==> src/rtl/demultiplexor_tdm_pkg.sv <==
// Shared definitions for the receive end of the 4:1 TDM link.
// Holds the link dimensions, the mode encodings, the receive FSM state
// type and a small select-to-one-hot helper used by the write decoder.
package demultiplexor_tdm_pkg;

  localparam int DATA_W  = 4;
  localparam int N_CH    = 4;
  localparam int SEL_W   = 2;
  localparam int TRAMA_W = 16;

  localparam logic MODO_DIREC = 1'b0;
  localparam logic MODO_AUTO  = 1'b1;

  typedef enum logic {
    ESPERA = 1'b0,
    RECIBE = 1'b1
  } estado_t;

  function automatic logic [N_CH-1:0] one_hot(input logic [SEL_W-1:0] idx);
    logic [N_CH-1:0] r;
    r      = '0;
    r[idx] = 1'b1;
    return r;
  endfunction

endpackage

==> src/rtl/demultiplexor_tdm_contador_slot.sv <==
// 2-bit wrapping slot counter for auto-scan reception.
// Ports:
//   clk      rising-edge clock
//   rst_n    synchronous active-low reset (count -> 0)
//   clr      synchronous clear to 0
//   load_uno synchronous load of 1 (slot 0 has just been received)
//   en       advance by one, wrapping 3 -> 0
//   cuenta   current count
// Priority: rst_n, clr, load_uno, en.
module contador_slot
  import demultiplexor_tdm_pkg::*;
(
  input  logic             clk,
  input  logic             rst_n,
  input  logic             clr,
  input  logic             load_uno,
  input  logic             en,
  output logic [SEL_W-1:0] cuenta
);

  always_ff @(posedge clk) begin
    if (!rst_n) begin
      cuenta <= '0;
    end else if (clr) begin
      cuenta <= '0;
    end else if (load_uno) begin
      cuenta <= SEL_W'(1);
    end else if (en) begin
      cuenta <= cuenta + SEL_W'(1);
    end
  end

endmodule

==> src/rtl/demultiplexor_tdm.sv <==
// Receive end of the 4:1 time-multiplexed 4-bit link.
// Steers each valid word on the shared bus into one of four registered
// channel outputs, either by the select lines (addressed mode) or by a
// sync-aligned slot counter (auto-scan mode), and packs every completed
// set of four channel words into a 16-bit frame.
// Ports:
//   i_Clk, i_Rst_n         clock and synchronous active-low reset
//   i_Dato, i_Valido       shared data word and its qualifier
//   i_Sel                  channel index (addressed mode)
//   i_Modo                 0 = addressed, 1 = auto-scan
//   i_Sync                 marks the current word as slot 0 (auto-scan)
//   o_Canal_1..o_Canal_4   registered channel words
//   o_Act                  one-hot strobe of the channel written this cycle
//   o_Slot                 next expected slot in auto-scan
//   o_Trama, o_Trama_Valida  packed frame {c4,c3,c2,c1} and its pulse
//   o_Error                pulse on overrun (addressed) or resync (auto)
module demultiplexor_tdm
  import demultiplexor_tdm_pkg::*;
(
  input  logic               i_Clk,
  input  logic               i_Rst_n,
  input  logic [DATA_W-1:0]  i_Dato,
  input  logic               i_Valido,
  input  logic [SEL_W-1:0]   i_Sel,
  input  logic               i_Modo,
  input  logic               i_Sync,
  output logic [DATA_W-1:0]  o_Canal_1,
  output logic [DATA_W-1:0]  o_Canal_2,
  output logic [DATA_W-1:0]  o_Canal_3,
  output logic [DATA_W-1:0]  o_Canal_4,
  output logic [N_CH-1:0]    o_Act,
  output logic [SEL_W-1:0]   o_Slot,
  output logic [TRAMA_W-1:0] o_Trama,
  output logic               o_Trama_Valida,
  output logic               o_Error
);

  estado_t estado_q, estado_d;

  // Packed so that the whole array is directly the frame layout:
  // channel 0 (canal 1) lands in the low nibble.
  logic [N_CH-1:0][DATA_W-1:0] canal_q, canal_d;
  logic [N_CH-1:0]             act_q, act_d;
  logic [N_CH-1:0]             mask_q, mask_d;
  logic [TRAMA_W-1:0]          trama_q, trama_d;
  logic                        trama_valida_q, trama_valida_d;
  logic                        error_q, error_d;
  logic                        modo_q, modo_d;

  logic [SEL_W-1:0] slot;
  logic             slot_clr, slot_load, slot_inc;

  contador_slot u_contador_slot (
    .clk      (i_Clk),
    .rst_n    (i_Rst_n),
    .clr      (slot_clr),
    .load_uno (slot_load),
    .en       (slot_inc),
    .cuenta   (slot)
  );

  always_ff @(posedge i_Clk) begin
    if (!i_Rst_n) begin
      estado_q <= ESPERA;
    end else begin
      estado_q <= estado_d;
    end
  end

  // A mode change is a flush cycle: the word on the bus is dropped and
  // reception restarts from scratch, but already received channel and
  // frame values are preserved.
  always_comb begin
    estado_d       = estado_q;
    canal_d        = canal_q;
    act_d          = '0;
    mask_d         = mask_q;
    trama_d        = trama_q;
    trama_valida_d = 1'b0;
    error_d        = 1'b0;
    modo_d         = modo_q;
    slot_clr       = 1'b0;
    slot_load      = 1'b0;
    slot_inc       = 1'b0;

    if (i_Modo != modo_q) begin
      modo_d   = i_Modo;
      slot_clr = 1'b1;
      mask_d   = '0;
      estado_d = ESPERA;
    end else if (modo_q == MODO_DIREC) begin
      estado_d = ESPERA;
      if (i_Valido) begin
        canal_d[i_Sel] = i_Dato;
        act_d          = one_hot(i_Sel);
        // Writing a channel twice before the frame completes is an
        // overrun; the newer word still wins.
        error_d        = mask_q[i_Sel];
        if ((mask_q | act_d) == '1) begin
          trama_d        = canal_d;
          trama_valida_d = 1'b1;
          mask_d         = '0;
        end else begin
          mask_d = mask_q | act_d;
        end
      end
    end else if (i_Valido) begin
      case (estado_q)
        ESPERA: begin
          if (i_Sync) begin
            canal_d[0] = i_Dato;
            act_d      = one_hot(SEL_W'(0));
            slot_load  = 1'b1;
            estado_d   = RECIBE;
          end
        end
        RECIBE: begin
          if (i_Sync) begin
            // Sync anywhere but slot 0 realigns; the partial frame never
            // reaches slot 3, so it is never packed.
            error_d    = (slot != SEL_W'(0));
            canal_d[0] = i_Dato;
            act_d      = one_hot(SEL_W'(0));
            slot_load  = 1'b1;
          end else begin
            canal_d[slot] = i_Dato;
            act_d         = one_hot(slot);
            slot_inc      = 1'b1;
            if (slot == SEL_W'(N_CH - 1)) begin
              trama_d        = canal_d;
              trama_valida_d = 1'b1;
            end
          end
        end
        default: estado_d = ESPERA;
      endcase
    end
  end

  always_ff @(posedge i_Clk) begin
    if (!i_Rst_n) begin
      canal_q        <= '0;
      act_q          <= '0;
      mask_q         <= '0;
      trama_q        <= '0;
      trama_valida_q <= 1'b0;
      error_q        <= 1'b0;
      modo_q         <= MODO_DIREC;
    end else begin
      canal_q        <= canal_d;
      act_q          <= act_d;
      mask_q         <= mask_d;
      trama_q        <= trama_d;
      trama_valida_q <= trama_valida_d;
      error_q        <= error_d;
      modo_q         <= modo_d;
    end
  end

  assign o_Canal_1      = canal_q[0];
  assign o_Canal_2      = canal_q[1];
  assign o_Canal_3      = canal_q[2];
  assign o_Canal_4      = canal_q[3];
  assign o_Act          = act_q;
  assign o_Slot         = slot;
  assign o_Trama        = trama_q;
  assign o_Trama_Valida = trama_valida_q;
  assign o_Error        = error_q;

endmodule

==> config.mk <==
export PLATFORM = sky130hd
export DESIGN_NAME = demultiplexor_tdm
export DESIGN_NICKNAME = d
export VERILOG_FILES = /design/src/rtl/demultiplexor_tdm_pkg.sv /design/src/rtl/demultiplexor_tdm_contador_slot.sv /design/src/rtl/demultiplexor_tdm.sv
export SDC_FILE = /design/constraint.sdc
export NUM_CORES = 1
export LEC_CHECK = 0
export CORE_MARGIN = 2
export CORE_UTILIZATION = 45
export DETAILED_ROUTE_END_ITERATION = 10
export GPL_TIMING_DRIVEN = 1
export PLACE_DENSITY = 0.71
export SYNTH_ARGS = -nofsm -noshare
export SYNTH_HDL_FRONTEND = slang
export SYNTH_SLANG_ARGS = --single-unit
==> constraint.sdc <==
create_clock -name i_Clk -period 1.8 [get_ports i_Clk]
set_clock_uncertainty 0.15 [all_clocks]
set_input_delay 0.36 -clock i_Clk [delete_from_list [all_inputs] [get_ports i_Clk]]
set_output_delay 0.36 -clock i_Clk [all_outputs]
set_load 0.01 [all_outputs]
==> metrics.json, run 1 <==
{
  "yosysTopAreaCell": {"value": "sky130_fd_sc_hd__dfxtp_1"},
  "routed-via-count": {"value": 2213},
  "hold_viol": {"value": 0},
  "totalNegativeSetupSlack": {"value": 0, "unit": "ps"},
  "design.die.area": {"value": 5860, "unit": "um^2"},
  "netlist_top_cells_area": {"value": "sky130_fd_sc_hd__dfxtp_1, sky130_fd_sc_hd__a211oi_1, sky130_fd_sc_hd__a221oi_2, sky130_fd_sc_hd__mux2i_1, sky130_fd_sc_hd__and3_1"},
  "layout.cells.most_common_list": {"value": "sky130_fd_sc_hd__clkdlybuf4s50_1, sky130_fd_sc_hd__dfxtp_1, sky130_fd_sc_hd__buf_4, sky130_fd_sc_hd__inv_1, sky130_fd_sc_hd__and3_1"},
  "first_global_vias": {"value": 1983},
  "outcome": {"value": "complete, no violations"},
  "achievable-frequency": {"value": 561, "unit": "MHz"},
  "reg2reg_from": {"value": "modo_q"},
  "synth.net_count": {"value": 271},
  "first_iter_violations": {"value": 197},
  "required": {"value": 1860, "unit": "ps"},
  "timing.rr.end": {"value": "o_Canal_3[2]"},
  "cts_root_buffer": {"value": "sky130_fd_sc_hd__clkbuf_8"},
  "hold_start": {"value": "o_Trama[6]"},
  "period_minus_slack": {"value": 1780, "unit": "ps"},
  "initial_core_utilization": {"value": 46.4, "unit": "%"},
  "die_width": {"value": 76.6, "unit": "um"},
  "grt-busiest-layer": {"value": "met2"},
  "grt_usage": {"value": 20.7, "unit": "%"},
  "routed_via_density": {"value": 5.44},
  "io_buffer_count": {"value": 50},
  "path_clk_slew": {"value": 90, "unit": "ps"},
  "postSynthRegisterBits": {"value": 46},
  "clockBufferDepth": {"value": 2},
  "floorplan_die_height": {"value": 76.6, "unit": "um"},
  "area_overhead_vs_synth": {"value": 44.7, "unit": "%"},
  "critPathKind": {"value": "input pin to register"},
  "synthesis.instances": {"value": 256},
  "drive_above_1_share": {"value": 27.0, "unit": "%"},
  "antenna_left": {"value": 0},
  "diodes": {"value": 0},
  "firstDrtPassIters": {"value": 5},
  "place.detailed.hpwl": {"value": 4510, "unit": "um"},
  "post-route-period-util": {"value": 99.1, "unit": "%"},
  "average_detailed_routed_wire_length_per_instance": {"value": 15.5, "unit": "um"},
  "max_slew_margin": {"value": 75.3, "unit": "%"},
  "groute.layer.met3.usage": {"value": 4.38, "unit": "%"},
  "rrSetupSlack": {"value": 30, "unit": "ps"},
  "fin_worst_hold_slack": {"value": 317, "unit": "ps"},
  "use_met2": {"value": 32.1, "unit": "%"},
  "max_slew.worst_pin.slew": {"value": 370, "unit": "ps"},
  "number_of_synthesized_flops_with_an_enable_pin": {"value": 0},
  "cts_made_buffers": {"value": 5},
  "io_pins": {"value": 51},
  "seq_area_frac_synth": {"value": 38.9, "unit": "%"},
  "min-delay-path-class": {"value": "register to register"},
  "grt.overflow.total": {"value": 0},
  "gpl.final_weighted_congestion": {"value": 0.893},
  "drc_errors": {"value": 0},
  "yosysTopAreaCellShare": {"value": 38.9, "unit": "%"},
  "cts_max_level": {"value": 2},
  "floorplan.rows": {"value": 26},
  "clock_sinks": {"value": 46},
  "design.final.nets": {"value": 351},
  "cts-hold-fix-buffers": {"value": 0},
  "cts_tree": {"value": "done"},
  "grt_max_degree": {"value": 35},
  "critPathLaunchType": {"value": "input pin"},
  "critPathMaxFanout": {"value": 5},
  "async_flop_share": {"value": 0, "unit": "%"},
  "mostFrequentLayoutCell": {"value": "sky130_fd_sc_hd__clkdlybuf4s50_1"},
  "ff2ff_path_depth": {"value": 7},
  "hold_path_depth": {"value": 2},
  "use_met1": {"value": 28.4, "unit": "%"},
  "yosys_warnings": {"value": 0},
  "maxcap_violations": {"value": 0},
  "skew_pair_late_insertion_delay": {"value": 310, "unit": "ps"},
  "final-max-slew-violation-count": {"value": 0},
  "irDropWorstVdd": {"value": 0.000318, "unit": "V"},
  "synth.cell_area": {"value": 2370, "unit": "um^2"},
  "syn_avg_cell_area": {"value": 9.26, "unit": "um^2"},
  "core": {"value": 5110, "unit": "um^2"},
  "grt_first_pass_wirelength": {"value": 9760, "unit": "um"},
  "yosys_most_used_dff": {"value": "sky130_fd_sc_hd__dfxtp_1"},
  "unrepaired_setup_endpoints_after_global_routing": {"value": "yes"},
  "antenna_found_initial": {"value": 0},
  "hold_end": {"value": "o_Trama[6]"},
  "power-per-cell-area": {"value": 603, "unit": "nW/um^2"},
  "crit_arrival": {"value": 1840, "unit": "ps"},
  "routed_wl": {"value": 6320, "unit": "um"},
  "power.leakage": {"value": 1.43, "unit": "nW"},
  "setup_viol": {"value": 0},
  "synth.distinct_cells": {"value": 46},
  "setup.worst_path.end_class": {"value": "register"}
}
layer usage:
metal | share of wire [%] | vias to the layer above | routed length [um]
met1 | 47 | 1057 | 2940
met3 | 3.4 | 9 | 216
met5 | 0 | - | 0
met2 | 49 | 48 | 3070
li1 | - | 1099 | -
met4 | 1.5 | 0 | 94
synth_stat cells, types with 2 or more instances:
library cell / instances
sky130_fd_sc_hd__o221ai_1: 3
sky130_fd_sc_hd__or3b_2: 2
sky130_fd_sc_hd__ha_1: 4
sky130_fd_sc_hd__clkbuf_1: 8
sky130_fd_sc_hd__and2_0: 4
sky130_fd_sc_hd__mux2i_1: 12
sky130_fd_sc_hd__a221oi_2: 9
sky130_fd_sc_hd__o21ai_0: 7
sky130_fd_sc_hd__a211oi_1: 20
sky130_fd_sc_hd__nor2b_1: 3
sky130_fd_sc_hd__nand2_1: 12
sky130_fd_sc_hd__a31oi_1: 3
sky130_fd_sc_hd__a221oi_1: 7
sky130_fd_sc_hd__inv_1: 21
sky130_fd_sc_hd__a21oi_1: 13
sky130_fd_sc_hd__nand3_1: 8
sky130_fd_sc_hd__and3_1: 17
sky130_fd_sc_hd__buf_6: 3
sky130_fd_sc_hd__nor3b_1: 3
sky130_fd_sc_hd__and3b_1: 3
sky130_fd_sc_hd__buf_2: 4
sky130_fd_sc_hd__nand3b_1: 2
sky130_fd_sc_hd__buf_1: 4
sky130_fd_sc_hd__o211ai_1: 2
sky130_fd_sc_hd__dfxtp_1: 46
sky130_fd_sc_hd__nor2_1: 16
final cells by class:
class,count,area [um^2]
fill,436,1680
multi-input combinational,167,1360
sequential,46,927
timing repair buffer,94,883
tap,70,87.6
inverter,22,82.6
clock buffer,5,68.8
clock inverter,3,21.3
cells by family after synthesis:
logic type               after synthesis  synth area share (%)
multiplexers                          13                  6.02
AO/OA/AOI/OAI                         73                  25.1
buffers and inverters                 43                  8.82
AND/OR/NAND/NOR                       77                  19.1
flip-flops                            46                  38.9
adder cells (fa/ha/maj)                4                  2.11
worst max-delay path, stage by stage:
cell and delay [ps]:
sky130_fd_sc_hd__clkdlybuf4s50_1 490, sky130_fd_sc_hd__buf_4 140, sky130_fd_sc_hd__and4b_1 220, sky130_fd_sc_hd__o221ai_1 210, sky130_fd_sc_hd__buf_4 190, sky130_fd_sc_hd__mux2i_1 190, sky130_fd_sc_hd__nor2_1 50
state kept, by name, indices dropped and copies added (netlist names):
register,cells
o_Canal_4,4
modo_q,1
o_Trama_Valida,1
o_Error,1
mask_q,4
u_contador_slot.cuenta,2
o_Canal_3,4
o_Canal_2,4
estado_q,1
o_Canal_1,4
o_Trama,16
o_Act,4
how the worst max path moves through the flow:
stage          startpoint      endpoint
3_3_place_gp     i_Sel[0]    o_Trama[6]
6_report           i_Sync  o_Canal_3[2]
3_5_place_dp     i_Sel[0]    o_Trama[6]
5_1_grt          i_Sel[1]    o_Trama[1]
2_1_floorplan      i_Sync   o_Trama[10]
4_1_cts            i_Sync   o_Trama[12]
where the power goes:
part	total, mW	internal (mW)	switching, mW	leakage, nW
Clock	0.657	0.273	0.384	0.0441
Combinational	0.357	0.177	0.180	1.02
Sequential	1.05	1.04	0.0151	0.374
Total	2.07	1.49	0.579	1.43
per-stage QoR:
stage | power (mW) | util, % | std cells | setup slack [ps] | cell area (um^2)
after floorplan | 1.25 | - | 256 | -37.0 | 2390
after global placement | 1.40 | 62.6 | 397 | -574 | 3200
after detailed placement | 1.41 | 62.6 | 397 | -600 | 3200
after CTS | 2.06 | 65.0 | 405 | 2.37 | 3320
after global routing | 2.15 | 67.1 | 407 | -102 | 3430
final | 2.07 | 67.1 | 407 | 16.7 | 3430
what timing repair did:
action                     CTS  global route
buffers inserted             0             1
setup endpoints to repair   33            29
pin swaps                    0             2
cloned                       0             1
gates resized for setup     11            23
Note: power is estimated with default switching activity, not from simulation.
==> inputs of run 2 (changes only) <==
ABC_CLOCK_PERIOD_IN_PS = 1800   (was default)
==> results of run 2 <==
Final layout, timing and power as in run 1 (identical DEF).
